===== src/rtl/uart_tx_fifo.sv =====
// uart_tx_fifo: UART transmitter fed by a small TX FIFO.
//
// Bytes written with `start` are queued. The frame engine pops the head
// whenever it is idle or finishing a frame, so queued frames go out with no
// idle gap between them. Each frame latches its timing and format inputs
// when it begins, so later changes to those inputs only affect later frames.
//
// Optional feature macro: UART_TX_PARITY_EN
//   defined   : parity bit supported (parity_en / parity_odd active)
//   undefined : frames never carry parity; parity_en / parity_odd ignored
//
// Ports:
//   clk           system clock, rising edge
//   rst           asynchronous active-low reset
//   clks_per_bit  bit period in clk cycles (values below 2 act as 2)
//   data          byte to enqueue
//   start         enqueue strobe, one entry per cycle while high
//   parity_en     append parity bit (only with UART_TX_PARITY_EN)
//   parity_odd    1 = odd parity, 0 = even parity
//   two_stop      1 = two stop bits, 0 = one stop bit
//   UART_line     serial output, idles high
//   busy          frame in flight or FIFO non-empty
//   full          FIFO holds DEPTH entries
//   overrun       one-cycle pulse after a push was dropped on a full FIFO
//   done          one-cycle pulse on the last cycle of each frame
//
// state  | meaning
// IDLE   | line high, waiting for a queued byte
// START  | start bit (low)
// DATA   | payload bits, LSB first
// PARITY | parity bit (only with UART_TX_PARITY_EN)
// STOP   | one or two stop bits (high)
module uart_tx_fifo #(
    parameter int DATA_BITS = 8,
    parameter int DEPTH     = 16,
    parameter int CNT_W     = 16
) (
    input  logic                 clk,
    input  logic                 rst,
    input  logic [CNT_W-1:0]     clks_per_bit,
    input  logic [DATA_BITS-1:0] data,
    input  logic                 start,
    input  logic                 parity_en,
    input  logic                 parity_odd,
    input  logic                 two_stop,
    output logic                 UART_line,
    output logic                 busy,
    output logic                 full,
    output logic                 overrun,
    output logic                 done
);
    localparam int PTR_W = $clog2(DEPTH);
    localparam int BIT_W = $clog2(DATA_BITS);

    typedef enum logic [2:0] {
        S_IDLE   = 3'd0,
        S_START  = 3'd1,
        S_DATA   = 3'd2,
`ifdef UART_TX_PARITY_EN
        S_PARITY = 3'd3,
`endif
        S_STOP   = 3'd4
    } state_t;

    state_t               state_q, state_d;
    logic [DATA_BITS-1:0] fifo_mem [DEPTH];
    logic [PTR_W-1:0]     wr_ptr_q, wr_ptr_d;
    logic [PTR_W-1:0]     rd_ptr_q, rd_ptr_d;
    logic [PTR_W:0]       count_q, count_d;
    logic [CNT_W-1:0]     cnt_q, cnt_d;
    logic [CNT_W-1:0]     period_q, period_d;
    logic [DATA_BITS-1:0] shift_q, shift_d;
    logic [BIT_W-1:0]     bit_idx_q, bit_idx_d;
    logic                 stop2_q, stop2_d;
    logic                 stop_idx_q, stop_idx_d;
    logic                 line_q, line_d;
    logic                 done_q, done_d;
    logic                 overrun_q, overrun_d;
`ifdef UART_TX_PARITY_EN
    logic                 par_en_q, par_en_d;
    logic                 par_bit_q, par_bit_d;
`else
    logic                 unused_parity;
    assign unused_parity = parity_en ^ parity_odd;
`endif

    logic             push, pop, empty, bit_end, frame_end;
    logic [CNT_W-1:0] cpb_eff;

    assign empty   = (count_q == '0);
    assign full    = (count_q == (PTR_W+1)'(DEPTH));
    // A drop is decided on the registered full flag, so a same-cycle pop
    // never rescues a push into a full FIFO.
    assign push    = start && !full;
    assign cpb_eff = (clks_per_bit < CNT_W'(2)) ? CNT_W'(2) : clks_per_bit;
    assign bit_end = (cnt_q == '0);

    // FIFO storage carries no reset; count and pointers define validity.
    always_ff @(posedge clk) begin
        if (push) begin
            fifo_mem[wr_ptr_q] <= data;
        end
    end

    always_comb begin
        wr_ptr_d = push ? wr_ptr_q + PTR_W'(1) : wr_ptr_q;
        rd_ptr_d = pop  ? rd_ptr_q + PTR_W'(1) : rd_ptr_q;
        count_d  = count_q;
        if (push && !pop) begin
            count_d = count_q + (PTR_W+1)'(1);
        end else if (!push && pop) begin
            count_d = count_q - (PTR_W+1)'(1);
        end
    end

    always_ff @(posedge clk or negedge rst) begin
        if (!rst) begin
            state_q    <= S_IDLE;
            wr_ptr_q   <= '0;
            rd_ptr_q   <= '0;
            count_q    <= '0;
            cnt_q      <= '0;
            period_q   <= '0;
            shift_q    <= '0;
            bit_idx_q  <= '0;
            stop2_q    <= 1'b0;
            stop_idx_q <= 1'b0;
            line_q     <= 1'b1;
            done_q     <= 1'b0;
            overrun_q  <= 1'b0;
`ifdef UART_TX_PARITY_EN
            par_en_q   <= 1'b0;
            par_bit_q  <= 1'b0;
`endif
        end else begin
            state_q    <= state_d;
            wr_ptr_q   <= wr_ptr_d;
            rd_ptr_q   <= rd_ptr_d;
            count_q    <= count_d;
            cnt_q      <= cnt_d;
            period_q   <= period_d;
            shift_q    <= shift_d;
            bit_idx_q  <= bit_idx_d;
            stop2_q    <= stop2_d;
            stop_idx_q <= stop_idx_d;
            line_q     <= line_d;
            done_q     <= done_d;
            overrun_q  <= overrun_d;
`ifdef UART_TX_PARITY_EN
            par_en_q   <= par_en_d;
            par_bit_q  <= par_bit_d;
`endif
        end
    end

    assign frame_end = (state_q == S_STOP) && bit_end && (!stop2_q || stop_idx_q);

    always_comb begin
        state_d    = state_q;
        pop        = 1'b0;
        cnt_d      = cnt_q;
        period_d   = period_q;
        shift_d    = shift_q;
        bit_idx_d  = bit_idx_q;
        stop2_d    = stop2_q;
        stop_idx_d = stop_idx_q;
`ifdef UART_TX_PARITY_EN
        par_en_d   = par_en_q;
        par_bit_d  = par_bit_q;
`endif
        if (state_q != S_IDLE) begin
            cnt_d = bit_end ? period_q - CNT_W'(1) : cnt_q - CNT_W'(1);
        end
        unique case (state_q)
            S_IDLE: begin
                if (!empty) pop = 1'b1;
            end
            S_START: begin
                if (bit_end) state_d = S_DATA;
            end
            S_DATA: begin
                if (bit_end) begin
                    shift_d   = shift_q >> 1;
                    bit_idx_d = bit_idx_q + BIT_W'(1);
                    if (bit_idx_q == BIT_W'(DATA_BITS - 1)) begin
                        bit_idx_d = '0;
`ifdef UART_TX_PARITY_EN
                        state_d   = par_en_q ? S_PARITY : S_STOP;
`else
                        state_d   = S_STOP;
`endif
                    end
                end
            end
`ifdef UART_TX_PARITY_EN
            S_PARITY: begin
                if (bit_end) state_d = S_STOP;
            end
`endif
            S_STOP: begin
                if (bit_end) begin
                    if (stop2_q && !stop_idx_q) begin
                        stop_idx_d = 1'b1;
                    end else if (!empty) begin
                        pop = 1'b1;
                    end else begin
                        state_d = S_IDLE;
                    end
                end
            end
            default: state_d = S_IDLE;
        endcase
        // Frame start: take the head byte and snapshot the per-frame config.
        if (pop) begin
            state_d    = S_START;
            period_d   = cpb_eff;
            cnt_d      = cpb_eff - CNT_W'(1);
            shift_d    = fifo_mem[rd_ptr_q];
            bit_idx_d  = '0;
            stop2_d    = two_stop;
            stop_idx_d = 1'b0;
`ifdef UART_TX_PARITY_EN
            par_en_d   = parity_en;
            par_bit_d  = (^fifo_mem[rd_ptr_q]) ^ parity_odd;
`endif
        end
    end

    // Line and done are registered from the current state, so both lag the
    // state by one cycle and stay aligned with each other.
    always_comb begin
        line_d = 1'b1;
        unique case (state_q)
            S_START:  line_d = 1'b0;
            S_DATA:   line_d = shift_q[0];
`ifdef UART_TX_PARITY_EN
            S_PARITY: line_d = par_bit_q;
`endif
            default:  line_d = 1'b1;
        endcase
        done_d    = frame_end;
        overrun_d = start && full;
    end

    assign UART_line = line_q;
    assign overrun   = overrun_q;
    assign done      = done_q;
    // done_q keeps busy high through the last stop-bit cycle on the line.
    assign busy      = (state_q != S_IDLE) || !empty || done_q;

endmodule


===== config.mk =====
export PLATFORM = sky130hd
export DESIGN_NAME = uart_tx_fifo
export DESIGN_NICKNAME = d
export VERILOG_FILES = /design/src/rtl/uart_tx_fifo.sv
export SDC_FILE = /design/constraint.sdc
export NUM_CORES = 1
export LEC_CHECK = 0
export CAP_MARGIN = 20
export CORE_MARGIN = 2
export CORE_UTILIZATION = 55
export CTS_BUF_LIST = sky130_fd_sc_hd__clkbuf_4 sky130_fd_sc_hd__clkbuf_8
export CTS_CLUSTER_DIAMETER = 80
export DETAILED_ROUTE_END_ITERATION = 7
export PLACE_DENSITY = 0.74
export SYNTH_ARGS = -nofsm -noshare
export SYNTH_HDL_FRONTEND = slang
export SYNTH_SLANG_ARGS = --single-unit
export TNS_END_PERCENT = 20

===== constraint.sdc =====
create_clock -name clk -period 3.45 [get_ports clk]
set_clock_uncertainty 0.05 [all_clocks]
set_input_delay 1.035 -clock clk [delete_from_list [all_inputs] [get_ports clk]]
set_output_delay 1.035 -clock clk [all_outputs]
set_load 0.01 [all_outputs]

==> results by group, run 1 <==
Power and ir drop
  – Internal power: around 4.5 mW
  – Seq pwr share: 0.496
  – Leakage: 3.55 nW
  – Pwr/cell area: 687 nW/µm²
  – Comb power frac: 0.291
  – Pwr Total: 6.74 mW
  – Sw power: 2.28 mW
  – Max VDD drop: 0.611 mV
  – Sw frac: 0.338
  – Clock Power Share: 0.213

Clocking
  – Num CTS Buffers: 17
  – Clock sink total: 192
  – Skew-Pair Late Insertion Delay: 0.47 ns
  – H-tree depth: 4
  – Clock Root Buffer: clkbuf_8
  – TritonCTS clock tree: yes
  – # hold bufs at CTS: 0
  – CTS max path bufs: 2
  – Clk slew on worst S/H paths: 0.11 ns

Finish
  – FILL cells: approximately 1.1k
  – Layout cells sized above 1: 0.212
  – Reg area: 5450 µm²
  – Most frequent cells in the layout: edfxtp_1 (128), nand2_1 (85), dfrtp_1 (62)
  – Multi-input logic area: 2990 µm²
  – Commonest non-fill, non-tap cell in the layout: edfxtp_1
  – Core Util, Final: 0.646
  – N_diodes: 0
  – Final nets: around 720
  – Area delta synth->final: 14.6%

Synthesis
  – Dominant synthesized flop cell: edfxtp_1
  – Post-synth EDFFs: 128
  – #FFs+latches synth: around 190
  – Synth warn: 0
  – Synth async-reset ratio: 0.333
  – Post-synthesis mux area share: 0.111
  – Synthesized cell area: between 8000 and 9000 µm²
  – Largest family of logic cells by synthesized area: simple AND/OR/NAND/NOR gates
  – Post-synth net total: 645
  – Synthesized area per cell: ~14 µm²
  – Library cells used by synthesis: 69
  – Synth Area in Compound Gates: 0.0764
  – Sequential fraction of the synthesis area: 0.636
  – Post-Synth Simple-Gate Area: 0.118
  – Synthesized instance count: between 600 and 700
  – Adder-Cell Fraction of Synth Area: 0.0199
  – Synth Area in XOR/XNOR: 0.0225

Global routing
  – Vias in the first global route: 5344
  – Initial antenna violation count: 0
  – Global-route wire length before repair: 28600 µm
  – GR peak layer: met2
  – Gr usage total: 0.229
  – Met3 usage: 0.0412
  – Met1 Use GR: 0.330
  – GR Layer Usage met2: 0.362
  – GR Overflow Total: 0
  – Largest net degree at the start of global routing: 36

Drt
  – Drt initial violations: 557
  – Residual DRC: 0
  – Wire length per cell: 20.4 µm
  – Final wirelength: 17900 µm
  – ANT nets after route: 0
  – Vias per Instance: 6.18
  – Pre-Repair DR Iteration Count: 5
  – Via count: 5418

STA
  – Max Freq: 301 MHz
  – Final worst path period share: 0.963
  – Hold Vio Cnt, Final: 0
  – Final setup violation count: 0
  – Tightest hold margin: 0.432 ns
  – Final setup TNS: 0 ns
  – Worst-margin pin slew: 0.707 ns
  – Slew Viols, Final: 0
  – Post-layout min period: 3.32 ns
  – Rel. slew slack: 0.529

Setup path
  – Critical-path top delay cell: or4_4
  – Worst R2R Setup Slack: 0.21 ns
  – CP required: 2.36 ns
  – Critical path endpoint category: output pin
  – Reg2reg end: cnt_q[10]
  – Worst-case reg-to-reg path depth: 13
  – CP bufs+invs: 1
  – CP Data Arrival Time: 2.24 ns
  – Stages on worst setup path: 3
  – Crit path max-delay family: simple AND/OR/NAND/NOR gates
  – Crit-path max cell delay: 0.59 ns
  – CP startpoint: count_q[1]
  – CP Class: reg2out
  – Startpoint Class: flip-flop
  – Worst path cell trace: or4_4 > nor2_1 > clkdlybuf4s50_1
  – Worst-path fanout max: 5
  – Worst setup path end: full
  – R2r startpoint: cnt_q[11]

Floorplanning
  – Row cnt: 45
  – Core Area: 15200 µm²
  – Chip Width: 129 µm
  – Starting Density: 0.564
  – Die Ht: roughly 130 µm
  – Die ar.: 16600 µm²
  – # IOs: 35

Placement
  – Port Buffers: 32
  – DPL Wire Length: approximately 12000 µm
  – GPL Wtd Cong: ~0.91

Flow run
  – MaxCap Viol Count: 0

Outcome
  – Outcome: finished clean

Hold path
  – Worst min path class: reg2reg
  – Hold Path Depth: 2
## stage by stage
stage	setup WS, ns	instance area [µm²]	instances
after floorplan	0.0585	8570	602
after global placement	-0.105	9410	844
after detailed placement	-0.175	9410	844
after CTS	0.0189	9800	875
after global routing	-0.0160	9810	876
final	0.127	9810	876
## logic make-up (layout without fill, tap and decap cells)
kind of cell    count (synthesis)  in the layout
mux                            45             45
xor+xnor                       22             22
simple gates                  200            200
fa+ha+maj                      13             13
buf+inv                        34            120
flops                         192            192
compound gates                 96             96
## repair_timing
| item | 4_1_cts | 5_1_grt |
|---|---|---|
| endpoints found under the setup margin | 0 | 2 |
| buffers inserted | 0 | 1 |
| resized for setup | 0 | 1 |
## final cells by class
type,instances,share of cell area
inverters,6,0.00229
repair buffers,83,0.0737
flip-flops and latches,192,0.555
clock buffers,17,0.0238
well taps,188,0.0240
clock inverters,14,0.0161
multi-input cells,376,0.305
## worst min-delay path: stages (launching register included)
cell and delay, ns:
dfrtp_1 0.36, nand2_1 0.05, nand2_1 0.05
## per-layer routing
metal | share of wire | vias to the layer above
met4 | 0.018 | 0
met2 | 0.49 | 223
met3 | 0.065 | 37
met1 | 0.43 | 2707
li1 | - | 2451
met5 | 0 | -
## cells in the mapped netlist, types with 7 or more instances
library cell	instances	area share
o21ai_1	12	0.0070
nor3_1	10	0.0058
nand3_1	13	0.0076
a21oi_1	24	0.014
nand4_1	7	0.0051
buf_2	11	0.0064
nor2_1	40	0.018
xnor2_1	19	0.019
clkbuf_1	10	0.0044
nand2_1	85	0.037
buf_1	7	0.0031
ha_1	12	0.018
edfxtp_1	128	0.45
dfrtp_1	63	0.18
nand2b_1	9	0.0066
nor4_1	9	0.0066
o21ai_0	15	0.0088
mux4_2	40	0.11
## flip-flops by register name, summed over array words and instances (netlist names)
name and count:
wr_ptr_q 4, done 1, bit_idx_q 3, shift_q 8, count_q 5, stop2_q 1
UART_line 1, stop_idx_q 1, cnt_q 16, period_q 16, fifo_mem 128, state_q 3
rd_ptr_q 4, overrun 1
## power by group through the flow
stage	clock, mW	combinational, mW	sequential (mW)
2_1_floorplan	0	1.54	3.16
3_3_place_gp	0	1.89	3.35
3_5_place_dp	0	1.96	3.37
4_1_cts	1.46	1.96	3.33
5_1_grt	1.55	2.15	3.39
6_report	1.44	1.96	3.34
## worst min path at each step
stage,start,endpoint,slack [ns]
finish,shift_q[4],shift_q[3],0.43
floorplan,shift_q[5],shift_q[4],0.39
global placement,shift_q[5],shift_q[4],0.40
global route,shift_q[4],shift_q[3],0.46
CTS,shift_q[4],shift_q[3],0.43
detailed placement,shift_q[5],shift_q[4],0.41
(Power assumes the default switching activity.)
==> run 2, diff against run 1 <==
--- a/config.mk
+++ b/config.mk
@@ -11,6 +11,7 @@
 export CTS_BUF_LIST = sky130_fd_sc_hd__clkbuf_4 sky130_fd_sc_hd__clkbuf_8
 export CTS_CLUSTER_DIAMETER = 80
 export DETAILED_ROUTE_END_ITERATION = 7
+export GPL_ROUTABILITY_DRIVEN = 0
 export PLACE_DENSITY = 0.74
 export SYNTH_ARGS = -nofsm -noshare
 export SYNTH_HDL_FRONTEND = slang
==> run 2 against run 1 <==
  * Setup slack worse by 0.019 ns
  * Non-clock buffer count shrank 3
  * Critical path type unchanged
  * Largest cell class unchanged
  * Sequential power fell by 1%
  * Design area up 0.33%
==> results by group, run 2 (synthesis gave the netlist of run 1 again) <==
Outcome
  – Outcome: finished clean

Floorplanning
  – # IOs: 35 (unchanged)
  – Die Ht: 129 µm (unchanged)
  – Chip Width: 129 µm (unchanged)
  – Row cnt: 45 (unchanged)
  – Starting Density: 0.564 (unchanged)
  – Die ar.: 16600 µm² (unchanged)
  – Core Area: 15200 µm² (unchanged)

Global routing
  – Gr usage total: 0.239 (+0.00948)
  – Global-route wire length before repair: 29600 µm (+3.5%)
  – GR Overflow Total: 0 (unchanged)
  – Vias in the first global route: 5633 (+5.4%)
  – Largest net degree at the start of global routing: 65 (+81%)
  – Initial antenna violation count: 0 (unchanged)

STA
  – Max Freq: 299 MHz (-0.56%)
  – Final setup violation count: 0 (unchanged)
  – Tightest hold margin: 0.446 ns (+0.0142 ns)
  – Slew Viols, Final: 0 (unchanged)
  – Hold Vio Cnt, Final: 0 (unchanged)
  – Final worst path period share: 0.969 (+0.00543)
  – RSZ-0062 raised after global routing: yes
  – Post-layout min period: 3.34 ns (+0.0187 ns)
  – Rel. slew slack: 0.560 (+0.0309)
  – Worst-margin pin slew: 0.660 ns (-0.0463 ns)

Drt
  – Met3 wire len: 991 µm (-14%)
  – Wire length per cell: 20.8 µm (+1.9%)
  – Drt initial violations: 520 (-6.6%)
  – Final wirelength: 18200 µm (+1.7%)
  – Pre-Repair DR Iteration Count: 5 (unchanged)
  – ANT nets after route: 0 (unchanged)
  – Via count: 5419 (+0.018%)
  – Vias per Instance: 6.20 (+0.25%)
  – Met2 WL post-DR: 9320 µm (+6.7%)
  – Top Layer Used: met4
  – Metal-1 WL: 7590 µm (-1.1%)
  – Residual DRC: 0 (unchanged)

Setup path
  – Critical-path top delay cell: clkdlybuf4s50_1
  – Worst path cell trace: nor4_4 > nand4_1 > or2_2 > clkdlybuf4s50_1
  – Crit-path max cell delay: 0.48 ns (-0.11 ns)
  – CP Class: reg2out
  – Critical path endpoint category: output pin
  – Startpoint Class: flip-flop
  – CP Data Arrival Time: 2.26 ns (+0.02 ns)
  – Worst-path fanout max: 4 (-1)
  – CP required: 2.36 ns (about the same)
  – Worst R2R Setup Slack: 0.23 ns (+0.02 ns)

Clocking
  – H-tree depth: 4 (unchanged)
  – Clock sink total: 192 (unchanged)
  – Clk slew on worst S/H paths: 0.11 ns (about the same)
  – Post-CTS Setup Inserts: 0 (unchanged)
  – CTS max path bufs: 2 (unchanged)
  – TritonCTS clock tree: yes
  – Skew-Pair Late Insertion Delay: 0.49 ns (+0.02 ns)
  – Clock Root Buffer: clkbuf_8
  – # hold bufs at CTS: 0 (unchanged)
  – Num CTS Buffers: 17 (unchanged)

Finish
  – Commonest non-fill, non-tap cell in the layout: edfxtp_1
  – Layout cells sized above 1: 0.213 (+0.000619)
  – Core Util, Final: 0.648 (+0.00214)
  – Area delta synth->final: 14.9%
  – Most frequent cells in the layout: edfxtp_1 (128), nand2_1 (85), dfrtp_1 (60)
  – Final nets: 716 (-0.42%)
  – N_diodes: 0 (unchanged)
  – Max reg flops: 128 (unchanged)
  – Largest Register: fifo_mem
  – Largest regs: fifo_mem x128, cnt_q x16, period_q x16

Power and ir drop
  – Sw frac: 0.346 (+0.00758)
  – Pwr Total: 6.89 mW (+2.2%)
  – Internal power: 4.51 mW (+1.0%)
  – Comb power frac: 0.295 (+0.004)
  – Seq pwr share: 0.478 (-0.018)
  – Clock Power Share: 0.228 (+0.015)
  – Max VDD drop: 0.506 mV (-17%)
  – Leakage: 3.55 nW (+0.20%)
  – Pwr/cell area: 700 nW/µm² (+1.9%)
  – Sw power: 2.38 mW (+4.5%)

Placement
  – Port Buffers: 32 (unchanged)
  – DPL Wire Length: 12300 µm (+1.9%)

Hold path
  – Worst min path class: reg2reg

Flow run
  – MaxCap Viol Count: 0 (unchanged)
[run 2: final cells by class]
type | count | area (µm²)
tap | 188 | 235
fill | 1058 | 5360
clock inverter | 15 | 210
clock buffer | 17 | 234
timing repair buffer | 80 | 701
inverter | 6 | 22.5
sequential | 192 | 5450
multi-input combinational | 376 | 2990
[run 2: worst max-delay path: cells and delay by family, from the launching register on]
kind,cells,cell delay (ns)
buf+inv,1,0.48
flops,1,0.46
simple gates,3,0.84
[run 2: metal layers]
| layer | vias up | track usage |
|---|---|---|
| met5 | - | 0 |
| met4 | 0 | 0.0735 |
| met3 | 28 | 0.0516 |
| met2 | 166 | 0.403 |
| met1 | 2782 | 0.315 |
| li1 | 2443 | - |
[run 2: timing repair]
action	4_1_cts	5_1_grt
endpoints found under the setup margin	1	2
pin swaps	0	1
gates resized for setup	1	2
[run 2: final timing paths]
check | end | cells past startpoint | start
worst max-delay path | busy | 4 | count_q[2]
worst min-delay path | period_q[0] | 1 | period_q[0]
worst max register to register | count_q[4] | 12 | count_q[1]
worst min register to register | period_q[0] | 1 | period_q[0]
max in group asynchronous | rd_ptr_q[0] | 2 | rst
min in group asynchronous | period_q[15] | 2 | rst
[run 2: metrics by stage]
| stage | TNS, ns | instance area, µm² | cells | setup WS (ns) |
|---|---|---|---|---|
| 2_1_floorplan | 0 | 8570 | 602 | 0.0585 |
| 3_3_place_gp | -0.567 | 9390 | 842 | -0.121 |
| 3_5_place_dp | -1.08 | 9390 | 842 | -0.207 |
| 4_1_cts | 0 | 9840 | 874 | 0.0474 |
| 5_1_grt | -0.00520 | 9850 | 874 | -0.00520 |
| 6_report | 0 | 9850 | 874 | 0.108 |
[run 2: power groups by stage]
stage	clock, mW	combinational, mW	sequential (mW)
2_1_floorplan	0	1.54	3.16
3_3_place_gp	0	1.94	3.29
3_5_place_dp	0	2.04	3.32
4_1_cts	1.59	2.05	3.28
5_1_grt	1.67	2.23	3.35
6_report	1.57	2.03	3.29
